### src/rtl/gate_sched_pkg.sv
// Shared types and constants for the gate scheduler.
// Optional statistics are enabled by defining GATE_SCHED_STATS_EN.
package gate_sched_pkg;

    typedef enum logic [2:0] {
        ST_IDLE      = 3'd0,
        ST_WAIT_NL   = 3'd1,
        ST_FETCH     = 3'd2,
        ST_OFFER     = 3'd3,
        ST_CYCLE_END = 3'd4,
        ST_DONE      = 3'd5
    } state_t;

    // Truth-table code of an XOR gate (free-XOR, no ciphertexts needed).
    localparam logic [3:0] XOR_CODE = 4'b0110;

    localparam int STAT_W = 32;

endpackage

### src/rtl/gate_sched_if.sv
// Bus between the garbling control / netlist store / engine and the scheduler.
// The master side is the environment; the scheduler uses the slave modport.
// Statistic signals exist only when GATE_SCHED_STATS_EN is defined.
interface gate_sched_if
    import gate_sched_pkg::*;
#(
    parameter int S = 14,
    parameter int C = 16
);
    logic         start;
    logic [C-1:0] num_cycles;
    logic         nl_done;
    logic [S-1:0] gate_size;
    logic [3:0]   g_logic;
    logic [S-1:0] rd_addr;
    logic         prep_next_cycle;
    logic         g_valid;
    logic         g_ready;
    logic [C-1:0] cycle_idx;
    logic         busy;
    logic         finished;
`ifdef GATE_SCHED_STATS_EN
    logic [STAT_W-1:0] xor_cnt;
    logic [STAT_W-1:0] nonxor_cnt;

    modport master (
        output start, num_cycles, nl_done, gate_size, g_logic, g_ready,
        input  rd_addr, prep_next_cycle, g_valid, cycle_idx, busy, finished,
        input  xor_cnt, nonxor_cnt
    );
    modport slave (
        input  start, num_cycles, nl_done, gate_size, g_logic, g_ready,
        output rd_addr, prep_next_cycle, g_valid, cycle_idx, busy, finished,
        output xor_cnt, nonxor_cnt
    );
`else
    modport master (
        output start, num_cycles, nl_done, gate_size, g_logic, g_ready,
        input  rd_addr, prep_next_cycle, g_valid, cycle_idx, busy, finished
    );
    modport slave (
        input  start, num_cycles, nl_done, gate_size, g_logic, g_ready,
        output rd_addr, prep_next_cycle, g_valid, cycle_idx, busy, finished
    );
`endif
endinterface

### src/rtl/gate_scheduler_sat_counter.sv
// Width-parameterised saturating counter with synchronous clear and enable.
module sat_counter #(
    parameter int W = 32
) (
    input  logic         clk,
    input  logic         rst,
    input  logic         clr,
    input  logic         en,
    output logic [W-1:0] q
);

    // Count up on enable, stick at all-ones, clear on reset or clr.
    always_ff @(posedge clk) begin
        if (rst || clr)
            q <= '0;
        else if (en && (q != '1))
            q <= q + W'(1);
    end

endmodule

### src/rtl/gate_scheduler.sv
// Gate scheduler: walks rd_addr over every gate of each garbled cycle,
// offers each descriptor to the engine through valid/ready, pulses
// prep_next_cycle at the end of each cycle and finished at session end.
// Define GATE_SCHED_STATS_EN to add xor_cnt / nonxor_cnt statistics.
module gate_scheduler
    import gate_sched_pkg::*;
#(
    parameter int S = 14,
    parameter int C = 16
) (
    input  logic        clk,
    input  logic        rst,
    gate_sched_if.slave bus
);

    state_t       state_q, state_d;
    logic [S-1:0] rd_addr_q, rd_addr_d;
    logic [S-1:0] gate_size_q, gate_size_d;
    logic [C-1:0] cycle_idx_q, cycle_idx_d;
    logic [C-1:0] num_cyc_q, num_cyc_d;
    logic         start_acc;
    logic         accept;
    logic         last_gate;
    logic         last_cycle;

    assign start_acc  = (state_q == ST_IDLE) && bus.start;
    assign accept     = (state_q == ST_OFFER) && bus.g_ready;
    // gate_size_q is never 0 in OFFER and num_cyc_q never 0 in CYCLE_END,
    // so the -1 cannot wrap where these are used.
    assign last_gate  = (rd_addr_q == gate_size_q - S'(1));
    assign last_cycle = (cycle_idx_q == num_cyc_q - C'(1));

    // State and datapath registers.
    always_ff @(posedge clk) begin
        if (rst) begin
            state_q     <= ST_IDLE;
            rd_addr_q   <= '0;
            gate_size_q <= '0;
            cycle_idx_q <= '0;
            num_cyc_q   <= '0;
        end else begin
            state_q     <= state_d;
            rd_addr_q   <= rd_addr_d;
            gate_size_q <= gate_size_d;
            cycle_idx_q <= cycle_idx_d;
            num_cyc_q   <= num_cyc_d;
        end
    end

    // Next-state and next-datapath decode.
    always_comb begin
        state_d     = state_q;
        rd_addr_d   = rd_addr_q;
        gate_size_d = gate_size_q;
        cycle_idx_d = cycle_idx_q;
        num_cyc_d   = num_cyc_q;
        case (state_q)
            ST_IDLE: begin
                if (start_acc) begin
                    num_cyc_d   = bus.num_cycles;
                    cycle_idx_d = '0;
                    state_d     = ST_WAIT_NL;
                end
            end
            ST_WAIT_NL: begin
                // Zero-cycle session is decided on the latched count.
                if (num_cyc_q == '0) begin
                    state_d = ST_DONE;
                end else if (bus.nl_done) begin
                    gate_size_d = bus.gate_size;
                    rd_addr_d   = '0;
                    state_d     = (bus.gate_size != '0) ? ST_FETCH : ST_CYCLE_END;
                end
            end
            ST_FETCH: begin
                state_d = ST_OFFER;
            end
            ST_OFFER: begin
                if (accept) begin
                    if (last_gate) begin
                        state_d = ST_CYCLE_END;
                    end else begin
                        rd_addr_d = rd_addr_q + S'(1);
                        state_d   = ST_FETCH;
                    end
                end
            end
            ST_CYCLE_END: begin
                if (last_cycle) begin
                    state_d = ST_DONE;
                end else begin
                    cycle_idx_d = cycle_idx_q + C'(1);
                    state_d     = ST_WAIT_NL;
                end
            end
            ST_DONE: begin
                state_d = ST_IDLE;
            end
            default: begin
                state_d = ST_IDLE;
            end
        endcase
    end

    assign bus.rd_addr         = rd_addr_q;
    assign bus.cycle_idx       = cycle_idx_q;
    assign bus.g_valid         = (state_q == ST_OFFER);
    assign bus.prep_next_cycle = (state_q == ST_CYCLE_END);
    assign bus.finished        = (state_q == ST_DONE);
    assign bus.busy            = (state_q != ST_IDLE);

`ifdef GATE_SCHED_STATS_EN
    logic is_xor;
    assign is_xor = (bus.g_logic == XOR_CODE);

    sat_counter #(.W(STAT_W)) u_xor_cnt (
        .clk (clk),
        .rst (rst),
        .clr (start_acc),
        .en  (accept && is_xor),
        .q   (bus.xor_cnt)
    );

    sat_counter #(.W(STAT_W)) u_nonxor_cnt (
        .clk (clk),
        .rst (rst),
        .clr (start_acc),
        .en  (accept && !is_xor),
        .q   (bus.nonxor_cnt)
    );
`else
    logic unused_g_logic;
    assign unused_g_logic = ^bus.g_logic;
`endif

endmodule

### src/flat_wrapper.sv
// flat-port wrapper written by rule: the top's interface ports become plain ports
module gate_scheduler_flat import gate_sched_pkg::*;
#(
    parameter int S = 14,
    parameter int C = 16
)
  (clk, rst, bus_start, bus_num_cycles, bus_nl_done, bus_gate_size, bus_g_logic, bus_g_ready, bus_rd_addr, bus_prep_next_cycle, bus_g_valid, bus_cycle_idx, bus_busy, bus_finished);
  gate_sched_if #(.S(S), .C(C)) bus_i ();
  input  logic clk;
  input  logic rst;
  input wire logic [$bits(bus_i.start)-1:0] bus_start;
  input wire logic [$bits(bus_i.num_cycles)-1:0] bus_num_cycles;
  input wire logic [$bits(bus_i.nl_done)-1:0] bus_nl_done;
  input wire logic [$bits(bus_i.gate_size)-1:0] bus_gate_size;
  input wire logic [$bits(bus_i.g_logic)-1:0] bus_g_logic;
  input wire logic [$bits(bus_i.g_ready)-1:0] bus_g_ready;
  output wire logic [$bits(bus_i.rd_addr)-1:0] bus_rd_addr;
  output wire logic [$bits(bus_i.prep_next_cycle)-1:0] bus_prep_next_cycle;
  output wire logic [$bits(bus_i.g_valid)-1:0] bus_g_valid;
  output wire logic [$bits(bus_i.cycle_idx)-1:0] bus_cycle_idx;
  output wire logic [$bits(bus_i.busy)-1:0] bus_busy;
  output wire logic [$bits(bus_i.finished)-1:0] bus_finished;
  assign bus_i.start = bus_start;
  assign bus_i.num_cycles = bus_num_cycles;
  assign bus_i.nl_done = bus_nl_done;
  assign bus_i.gate_size = bus_gate_size;
  assign bus_i.g_logic = bus_g_logic;
  assign bus_i.g_ready = bus_g_ready;
  assign bus_rd_addr = bus_i.rd_addr;
  assign bus_prep_next_cycle = bus_i.prep_next_cycle;
  assign bus_g_valid = bus_i.g_valid;
  assign bus_cycle_idx = bus_i.cycle_idx;
  assign bus_busy = bus_i.busy;
  assign bus_finished = bus_i.finished;
  gate_scheduler #(.S(S), .C(C)) u_core (.clk(clk), .rst(rst), .bus(bus_i));
endmodule
### config.mk
export PLATFORM = sky130hd
export DESIGN_NAME = gate_scheduler_flat
export DESIGN_NICKNAME = d
export VERILOG_FILES = /design/src/rtl/gate_sched_pkg.sv /design/src/rtl/gate_sched_if.sv /design/src/rtl/gate_scheduler_sat_counter.sv /design/src/rtl/gate_scheduler.sv /design/src/flat_wrapper.sv
export SDC_FILE = /design/constraint.sdc
export NUM_CORES = 1
export LEC_CHECK = 0
export CORE_ASPECT_RATIO = 1.75
export CORE_MARGIN = 2
export CORE_UTILIZATION = 35
export CTS_CLUSTER_DIAMETER = 60
export CTS_CLUSTER_SIZE = 20
export DETAILED_ROUTE_END_ITERATION = 6
export GPL_TIMING_DRIVEN = 1
export PLACE_DENSITY_LB_ADDON = 0.3
export SETUP_SLACK_MARGIN = 0.05
export SYNTH_ARGS = -nofsm -noshare
export SYNTH_HDL_FRONTEND = slang
export SYNTH_SLANG_ARGS = --single-unit
### constraint.sdc
create_clock -name clk -period 9.1 [get_ports clk]
set_input_delay 1.365 -clock clk [delete_from_list [all_inputs] [get_ports clk]]
set_output_delay 1.365 -clock clk [all_outputs]
set_load 0.02 [all_outputs]
==> impl_metrics.csv <==
group,metric,value,unit
finish,final_cell_area,5310,um^2
global_routing,grt_pass1_wl,20400,um
setup_path,reg2reg_slack,5.91,ns
logic_synthesis,synth-seq-cells,63,
route,drc,0,
finish,n_antenna_cell,0,
setup_path,start_kind,"flip-flop",
logic_synthesis,synth_fa_ha_area_share,1.48,%
sta,timing.setup.tns,0,ns
cts,htree_levels,3,
place,port_buffers,68,
sta,max_freq,295,MHz
setup_path,slowest_stage,"clkdlybuf4s50_1",
route,vias_per_cell,5.89,
place,post-dp-hpwl,9610,um
sta,setup_viol,0,
finish,nets,665,
sta,finalCritPeriodShare,37.3,%
logic_synthesis,yosysTopAreaCellShare,29.8,%
logic_synthesis,async_flop_share,0,%
setup_path,path_class,"reg -> out",
setup_path,cp_cell_sequence,"nor2b_1 -> buf_4 -> and2_1 -> clkdlybuf4s50_1",
cts,post_cts_buffers,0,
die,ios,73,
logic_synthesis,synth_compound_area_share,20.5,%
logic_synthesis,synth_fp_nets,611,
sta,drv_slew,0,
power,power_density,218,nW/um^2
sta,tightest_slew,0.924,ns
power,leakagePower,0.00186,uW
finish,fill_cells,1201,
cts,ctsHoldBuffers,0,
die,core,11900,um^2
logic_synthesis,post-synth-top-count-cell,"nand2_1",
status,status,"finished, final reports clean",
die,die_y,149,um
power,peakVddDrop,0.129,mV
cts,cts_root_buf,"clkbuf_16",
global_routing,grt_pass1_vias,4332,
cts,cts_inserted_buffers,9,
sta,skew,0.00610,ns
logic_synthesis,synth_top_family_by_area,"simple AND/OR/NAND/NOR gates",
setup_path,crit_arrival,2.03,ns
finish,syn2layout_area_growth,25.7,%
global_routing,antenna_found_initial,0,
cts,cts_resized,0,
cts,clk_latency,0.33,ns
sta,min_period,3.39,ns
global_routing,grt_max_degree,43,
die,start_util,35.6,%
route,dr.pass1.iters,4,
power,total_power,1160,uW
logic_synthesis,yosysWarnings,0,
logic_synthesis,ys.flop_type,"dfxtp_1",
cts,cts.sinks,63,
cts,clkTransAtPathRegs,0.06,ns
sta,max_slew_margin,38.4,%
global_routing,overflow,0,
setup_path,end_kind,"output pin",
logic_synthesis,synthSimpleGateAreaFrac,33.7,%
route,ant_nets,0,
logic_synthesis,syn_avg_cell_area,7.45,um^2
die,die_w,87.1,um
logic_synthesis,synth_xor_area_share,8.29,%
sta,hold_viol,0,
sta,grt_setup_unrepaired,"no",
logic_synthesis,synthCells,567,
global_routing,track_usage,20.2,%
logic_synthesis,synth_edf_count,0,
logic_synthesis,netlist_top_cells_count,"nand2_1, dfxtp_1, a21oi_1",
die,fp.dieArea,13000,um^2
cts,cts_tree,"done",
worst_hold_path,hold_class,"reg -> reg",
logic_synthesis,muxShareOfSynthArea,1.45,%
logic_synthesis,syn_area,4230,um^2
setup_path,worstPathMaxFanout,20,
cts,cts_buffer_depth,2,
job,drv_cap,0,
route,drt-wirelength-per-cell,16.7,um
setup_path,crit_required,7.74,ns
setup_path,worst_path_largest_cell_delay,0.63,ns
finish,drive_above_1_share,5.43,%
route,drtIter0Drc,187,
logic_synthesis,yosysTopAreaCell,"dfxtp_1",
route,vias,4495,
die,rows,53,
logic_synthesis,synth.area.top_cells,"dfxtp_1, nand2_1, a21oi_1, xnor2_1, nor2_1",
place,gp_congestion,0.888,
route,totalWireLength,12700,um
place,place_area,4980,um^2
logic_synthesis,synth_cell_type_count,65,
logic_synthesis,seq_area_frac_synth,29.8,%
[cell families after synthesis]
family / Yosys count
and+or+nand+nor: 270
DFF: 63
AOI/OAI and AO/OA: 137
xor gates and xnor gates: 40
muxes: 6
buffers and inverters: 46
adders and majority gates: 5
[layout make-up]
class / count / area, um^2 / area share [%]
clock buffer: 11 / 253 / 4.76
tap: 137 / 171 / 3.23
sequential: 63 / 1260 / 23.7
multi-input combinational: 458 / 2770 / 52.0
timing repair buffer: 74 / 726 / 13.7
inverter: 15 / 56.3 / 1.06
clock inverter: 5 / 80.1 / 1.51
[flip-flops by register name, summed over array words and instances, names as in the netlist]
signal                count
u_core.bus.cycle_idx     16
u_core.num_cyc_q         16
u_core.bus.rd_addr       14
u_core.gate_size_q       14
u_core.state_q            3
[metrics by stage]
step                utilization [%]  setup slack [ns]  instances  hold WS [ns]
finish                         44.8              5.71        763         0.498
CTS                            44.8              5.70        763         0.494
detailed placement             42.0              5.39        747         0.486
global route                   44.8              5.59        763         0.510
global placement               42.0              5.40        747         0.486
floorplan                         -              6.16        567         0.449
[critical path, delay by kind of cell, from the launching register on]
kind / cells / cell delay, ns
simple gates: 2 / 0.40
flops: 1 / 0.42
buf+inv: 2 / 0.87
[cells in the final DEF, fill, tap and decap left out, types with 9 or more instances in the layout]
| cell type | synthesis | final |
|---|---|---|
| a21oi_1 | 60 | 60 |
| and3_1 | 12 | 12 |
| clkbuf_16 | 0 | 9 |
| clkdlybuf4s50_1 | 0 | 68 |
| dfxtp_1 | 63 | 63 |
| inv_1 | 15 | 15 |
| nand2_1 | 82 | 82 |
| nand3_1 | 31 | 31 |
| nand4_1 | 15 | 15 |
| nor2_1 | 42 | 42 |
| nor3_1 | 18 | 18 |
| o21ai_1 | 15 | 15 |
| or3_1 | 14 | 14 |
| xnor2_1 | 24 | 24 |
| xor2_1 | 16 | 16 |
[where the power goes]
group	switching [uW]	total [uW]	internal [uW]
logic	260	428	168
clock network	130	384	254
registers	47.8	348	300
[routing by layer]
layer | wire length [um] | up-vias | GRT usage [%] | share of wire [%]
li1 | - | 2172 | - | -
met3 | 536 | 39 | 4.70 | 4.2
met1 | 4810 | 2143 | 20.5 | 38
met4 | 597 | 0 | 10.8 | 4.7
met2 | 6800 | 141 | 36.9 | 53
met5 | 0 | - | 0 | 0
[worst paths after layout]
| check | start | depth (start not counted) | end |
|---|---|---|---|
| worst min-delay path | u_core.gate_size_q[13] | 2 | u_core.gate_size_q[13] |
| worst max-delay path | u_core.state_q[0] | 4 | bus_g_valid |
| worst min register to register | u_core.gate_size_q[13] | 2 | u_core.gate_size_q[13] |
| worst max register to register | u_core.num_cyc_q[0] | 11 | u_core.bus.cycle_idx[1] |
No activity file was read; power rests on OpenSTA's default activity.
==> RTL edit 1 (config.mk and constraints unchanged) <==
`C` is set to 16 in 3 places; all go to 8.
--- a/src/rtl/gate_sched_if.sv
+++ b/src/rtl/gate_sched_if.sv
@@ -7,3 +7,3 @@
     parameter int S = 14,
-    parameter int C = 16
+    parameter int C = 8
 );
--- a/src/rtl/gate_scheduler.sv
+++ b/src/rtl/gate_scheduler.sv
@@ -8,3 +8,3 @@
     parameter int S = 14,
-    parameter int C = 16
+    parameter int C = 8
 ) (
--- a/src/flat_wrapper.sv
+++ b/src/flat_wrapper.sv
@@ -4,3 +4,3 @@
     parameter int S = 14,
-    parameter int C = 16
+    parameter int C = 8
 )
Ports: changed (resized bus_cycle_idx and bus_num_cycles); port bits go from 73 to 57. The function was not compared with the original's and may differ.
==> RTL edit 1 against the original RTL <==
Area after synthesis down 31%; register-to-register slack better by 0.16 ns; highest routed layer unchanged; sequential power decreased by 31%; power is 46% lower; combinational power is 55% lower; count of clock-buffer cells in the layout shrank 4; sequential cell count shrank 16; routed wire length down 37%; worst setup slack got worse by 0.12 ns; design area shrank 32%.
==> RTL edit 1: results (changes against the original RTL) <==
| Metric | Value |
|---|---|
| Layout Nets | `459 (-31%)` |
| Synth cell types | `56 (-14%)` |
| Syn. warnings | `0 (unchanged)` |
| DRT iter0 DRCs | `203 (+8.6%)` |
| Final worst path period share | `38.6% (+1.3 points)` |
| H-tree depth | `2 (-1)` |
| R2R setup slack | `6.07 ns (+0.16 ns)` |
| Leakage | `0.00131 µW (-30%)` |
| GPL Wtd Cong | `0.901 (+1.5%)` |
| Via Count | `2,855 (-36%)` |
| Synthesized Nets | `417 (-32%)` |
| VDD IR max | `119 µV (-8.0%)` |
| Clock share of power | `30.6% (-2.5 points)` |
| Commonest cells post-synth | `68 x nand2_1, 47 x dfxtp_1, 36 x a21oi_1` |
| Async set-reset flop share out of synthesis | `0% (unchanged)` |
| Vias in the first global route | `2,803 (-35%)` |
| WL final | `7.99 mm (-37%)` |
| Die area | `9150 µm² (-30%)` |
| Post-DR wirelength/cell | `15.5 µm (-7.3%)` |
| Worst-path fanout max | `18 (-10%)` |
| Synth top area cells | `dfxtp_1 32%, nand2_1 8.7%, a21oi_1 6.2%` |
| Post-synthesis mux area share | `1.75% (+0.30 points)` |
| Register area share after synthesis | `32.1% (+2.3 points)` |
| Post-CTS Setup Bufs | `0 (unchanged)` |
| Clock buffer count from CTS | `5 (-4)` |
| Synth Area in Adders | `2.14% (+0.66 points)` |
| Largest net degree at the start of global routing | `42 (-2.3%)` |
| Detailed placement HPWL | `6.15 mm (-36%)` |
| Port bufs | `52 (-24%)` |
| Synth Instances | `381 (-33%)` |
| Clock slew at reported path FFs | `approximately 0.070 ns` |
| Post-synthesis compound-gate area fraction | `17.3% (-3.1 points)` |
| Placed Cells incl. Taps | `508 (-32%)` |
| CP startpoint | `bus_nl_done` |
| XOR/XNOR Fraction of Synth Area | `8.67% (+0.38 points)` |
| Comb power frac | `30.7% (-6.2 points)` |
| Global Route Usage Sum | `18.0% (-2.1 points)` |
| Pre-CTS setup slack | `5.27 ns (-0.121 ns)` |
| Critical path endpoint | `u_core.bus.rd_addr[7]` |
| Worst path arrival time | `3.74 ns (+1.71 ns)` |
| Rel. slew slack | `38.5% (+0.080 points)` |
| Skew-Pair Late Insertion Delay | `0.29 ns (-0.04 ns)` |
| Outcome | `completed` |
| Layout cell share with drive strength beyond 1 | `5.19% (-0.24 points)` |
| Max Clock Skew | `0.00825 ns (+0.00216 ns)` |
| Pint | `414 µW (-43%)` |
| Worst Reg-to-Reg Cells | `8 (-3)` |
-- RTL edit 1: per-stage QoR --
stage               area [µm²]  power, µW
floorplan                 2930        389
global placement          3470        432
detailed placement        3470        435
CTS                       3620        626
global route              3620        658
finish                    3620        621
-- RTL edit 1: per-layer routing --
layer / part of all wire (%) / up-vias / GRT usage, % / routed length (µm)
met1: 38 / 1330 / 18.4 / 3010
met2: 55 / 77 / 33.7 / 4370
met5: 0 / - / 0 / 0
met4: 3.6 / 0 / 8.82 / 289
li1: - / 1436 / - / -
met3: 3.9 / 12 / 3.06 / 308
-- RTL edit 1: worst max-delay path: stages --
cell and delay [ns]:
clkdlybuf4s50_1 0.52, and3_1 0.56, a21oi_1 0.30, or3b_2 0.54, or3_1 0.31, a21oi_1 0.13
-- RTL edit 1: worst min path at each step --
stage,depth (start not counted),slack [ns],startpoint,end
2_1_floorplan,2,0.45,u_core.gate_size_q[13],u_core.gate_size_q[13]
3_3_place_gp,2,0.46,u_core.gate_size_q[13],u_core.gate_size_q[13]
3_5_place_dp,2,0.48,u_core.gate_size_q[13],u_core.gate_size_q[13]
4_1_cts,2,0.49,u_core.gate_size_q[13],u_core.gate_size_q[13]
5_1_grt,2,0.51,u_core.gate_size_q[11],u_core.gate_size_q[11]
6_report,2,0.48,u_core.gate_size_q[13],u_core.gate_size_q[13]
-- RTL edit 1: layout make-up --
cell class	count	area, µm²
Timing Repair Buffer	53	528
Clock inverter	1	8.76
Sequential cell	47	941
Fill cell	857	4580
Clock buffer	7	143
Tap cell	92	115
Inverter	17	63.8
Multi-Input combinational cell	299	1820
==> RTL edit 2 (config.mk and constraints unchanged) <==
Without the edit above. Take the reset off `rd_addr_q` and load it in a clocked block of its own.
--- a/src/rtl/gate_scheduler.sv
+++ b/src/rtl/gate_scheduler.sv
@@ -36,3 +36,2 @@
             state_q     <= ST_IDLE;
-            rd_addr_q   <= '0;
             gate_size_q <= '0;
@@ -42,3 +41,2 @@
             state_q     <= state_d;
-            rd_addr_q   <= rd_addr_d;
             gate_size_q <= gate_size_d;
@@ -47,2 +45,6 @@
         end
+    end
+
+    always_ff @(posedge clk) begin
+        rd_addr_q <= rd_addr_d;
     end
Formal check against the unedited RTL: differs if rst is asserted again (counterexample within 10 cycles, from zero or initial values and one cycle with rst high); with rst held inactive, the same outputs for 10 cycles.
==> RTL edit 2 against the original RTL <==
Synthesized cell count fell by 17%; global-route usage decreased by 0.75 points; design area is 6.4% lower; sequential cell count did not move; largest cell class unchanged; area after synthesis is 7.4% lower; critical path type unchanged; worst setup slack worse by 0.21 ns; critical endpoint unchanged; routed wire length is 12% lower.
Power is not compared: it rests on default switching activity, and its combinational part moved more than twofold at a synthesized area within 25%.
==> RTL edit 2: results (changes against the original RTL) <==
| Metric | Value |
|---|---|
| Post-synthesis mux area share | `4.86% (+3.4 points)` |
| Detailed placement HPWL | `8.52 mm (-11%)` |
| H-tree depth | `3 (unchanged)` |
| # resized after CTS | `0 (unchanged)` |
| Post-synth EDFFs | `14 (+14)` |
| Beginning of the worst hold path | `u_core.num_cyc_q[14]` |
| Slew at the pin closest to its max-slew limit | `0.893 ns (-0.0317 ns)` |
| Vias in the first global route | `3,707 (-14%)` |
| Post-DR wirelength/cell | `16.8 µm (+0.83%)` |
| Synth cell types | `64 (-1.5%)` |
| Layout cell share with drive strength beyond 1 | `6.17% (+0.74 points)` |
| Synth top area cells | `dfxtp_1 25%, edfxtp_1 11%, xnor2_1 5.6%` |
| Global-route wire length before repair | `18.3 mm (-10%)` |
| R2R setup slack | `5.87 ns (-0.04 ns)` |
| DRT iter0 DRCs | `119 (-36%)` |
| Outcome | `completed` |
| Syn. warnings | `0 (unchanged)` |
| P_sw | `254 µW` |
| Worst R2R End | `u_core.bus.rd_addr[3]` |
| Worst-path fanout max | `14 (-30%)` |
| Via-to-Cell Ratio | `5.61 (-4.8%)` |
| Commonest cells post-synth | `57 x nand2_1, 49 x dfxtp_1, 38 x nor2_1` |
| Synthesized Nets | `515 (-16%)` |
| Register area share after synthesis | `35.8% (+6.0 points)` |
| Global Route Usage Sum | `19.4% (-0.75 points)` |
| Post-synthesis compound-gate area fraction | `15.6% (-4.9 points)` |
| Largest net degree at the start of global routing | `40 (-7.0%)` |
| Async set-reset flop share out of synthesis | `0% (unchanged)` |
| Max Clock Skew | `0.00601 ns (-0.0000897 ns)` |
| WHS Endpoint | `u_core.num_cyc_q[14]` |
| XOR/XNOR Fraction of Synth Area | `9.62% (+1.3 points)` |
| GPL Wtd Cong | `0.903 (+1.7%)` |
| Placed Area | `4680 µm² (-5.9%)` |
| Layout Nets | `574 (-14%)` |
| Worst Reg-to-Reg Cells | `7 (-4)` |
| FF-to-FF Start | `u_core.gate_size_q[3]` |
| Worst path arrival time | `2.23 ns (+0.20 ns)` |
RTL edit 2: cell count changes in the layout (fill, tap and decap cells not counted), sizes merged, moves of 5 or more:
cell / unedited run / this run
a21oi: 61 / 37
nand2: 82 / 57
nand2b: 7 / 2
dfxtp: 63 / 49
o21ai: 20 / 25
and3: 12 / 7
mux2i: 5 / 19
nor3: 19 / 10
or3: 14 / 21
edfxtp: 0 / 14
a211oi: 8 / 2
nand3: 31 / 11
RTL edit 2: logic make-up after synthesis:
group | after synthesis
AO/OA/AOI/OAI | 98
multiplexers | 19
adder cells (fa/ha/maj) | 5
flip-flops | 63
buffers and inverters | 34
AND/OR/NAND/NOR | 209
XOR/XNOR | 43
RTL edit 2: per-layer routing:
layer	vias to the layer above	part of all wire (%)	global-route usage, %
met2	116	54	35.9
li1	1848	-	-
met5	-	0	0
met1	1748	38	20.0
met4	0	4.6	11.9
met3	29	3.8	3.62
RTL edit 2: layout make-up:
cell class                 count  area, µm²
tap                          132        165
clock inverter                 3       15.0
fill                        1113       6070
clock buffer                  13        272
sequential                    63       1400
multi-input combinational    374       2370
inverter                      11       41.3
timing repair buffer          71        703
RTL edit 2: per-stage QoR:
stage | setup slack (ns) | hold WS [ns] | utilization [%] | std cells | power, µW
2_1_floorplan | 5.92 | 0.462 | - | 471 | 473
3_3_place_gp | 5.56 | 0.472 | 42.4 | 651 | 531
3_5_place_dp | 5.53 | 0.475 | 42.4 | 651 | 534
4_1_cts | 5.48 | 0.482 | 45.0 | 667 | 867
5_1_grt | 5.40 | 0.525 | 45.0 | 667 | 903
6_report | 5.50 | 0.479 | 45.0 | 667 | 859
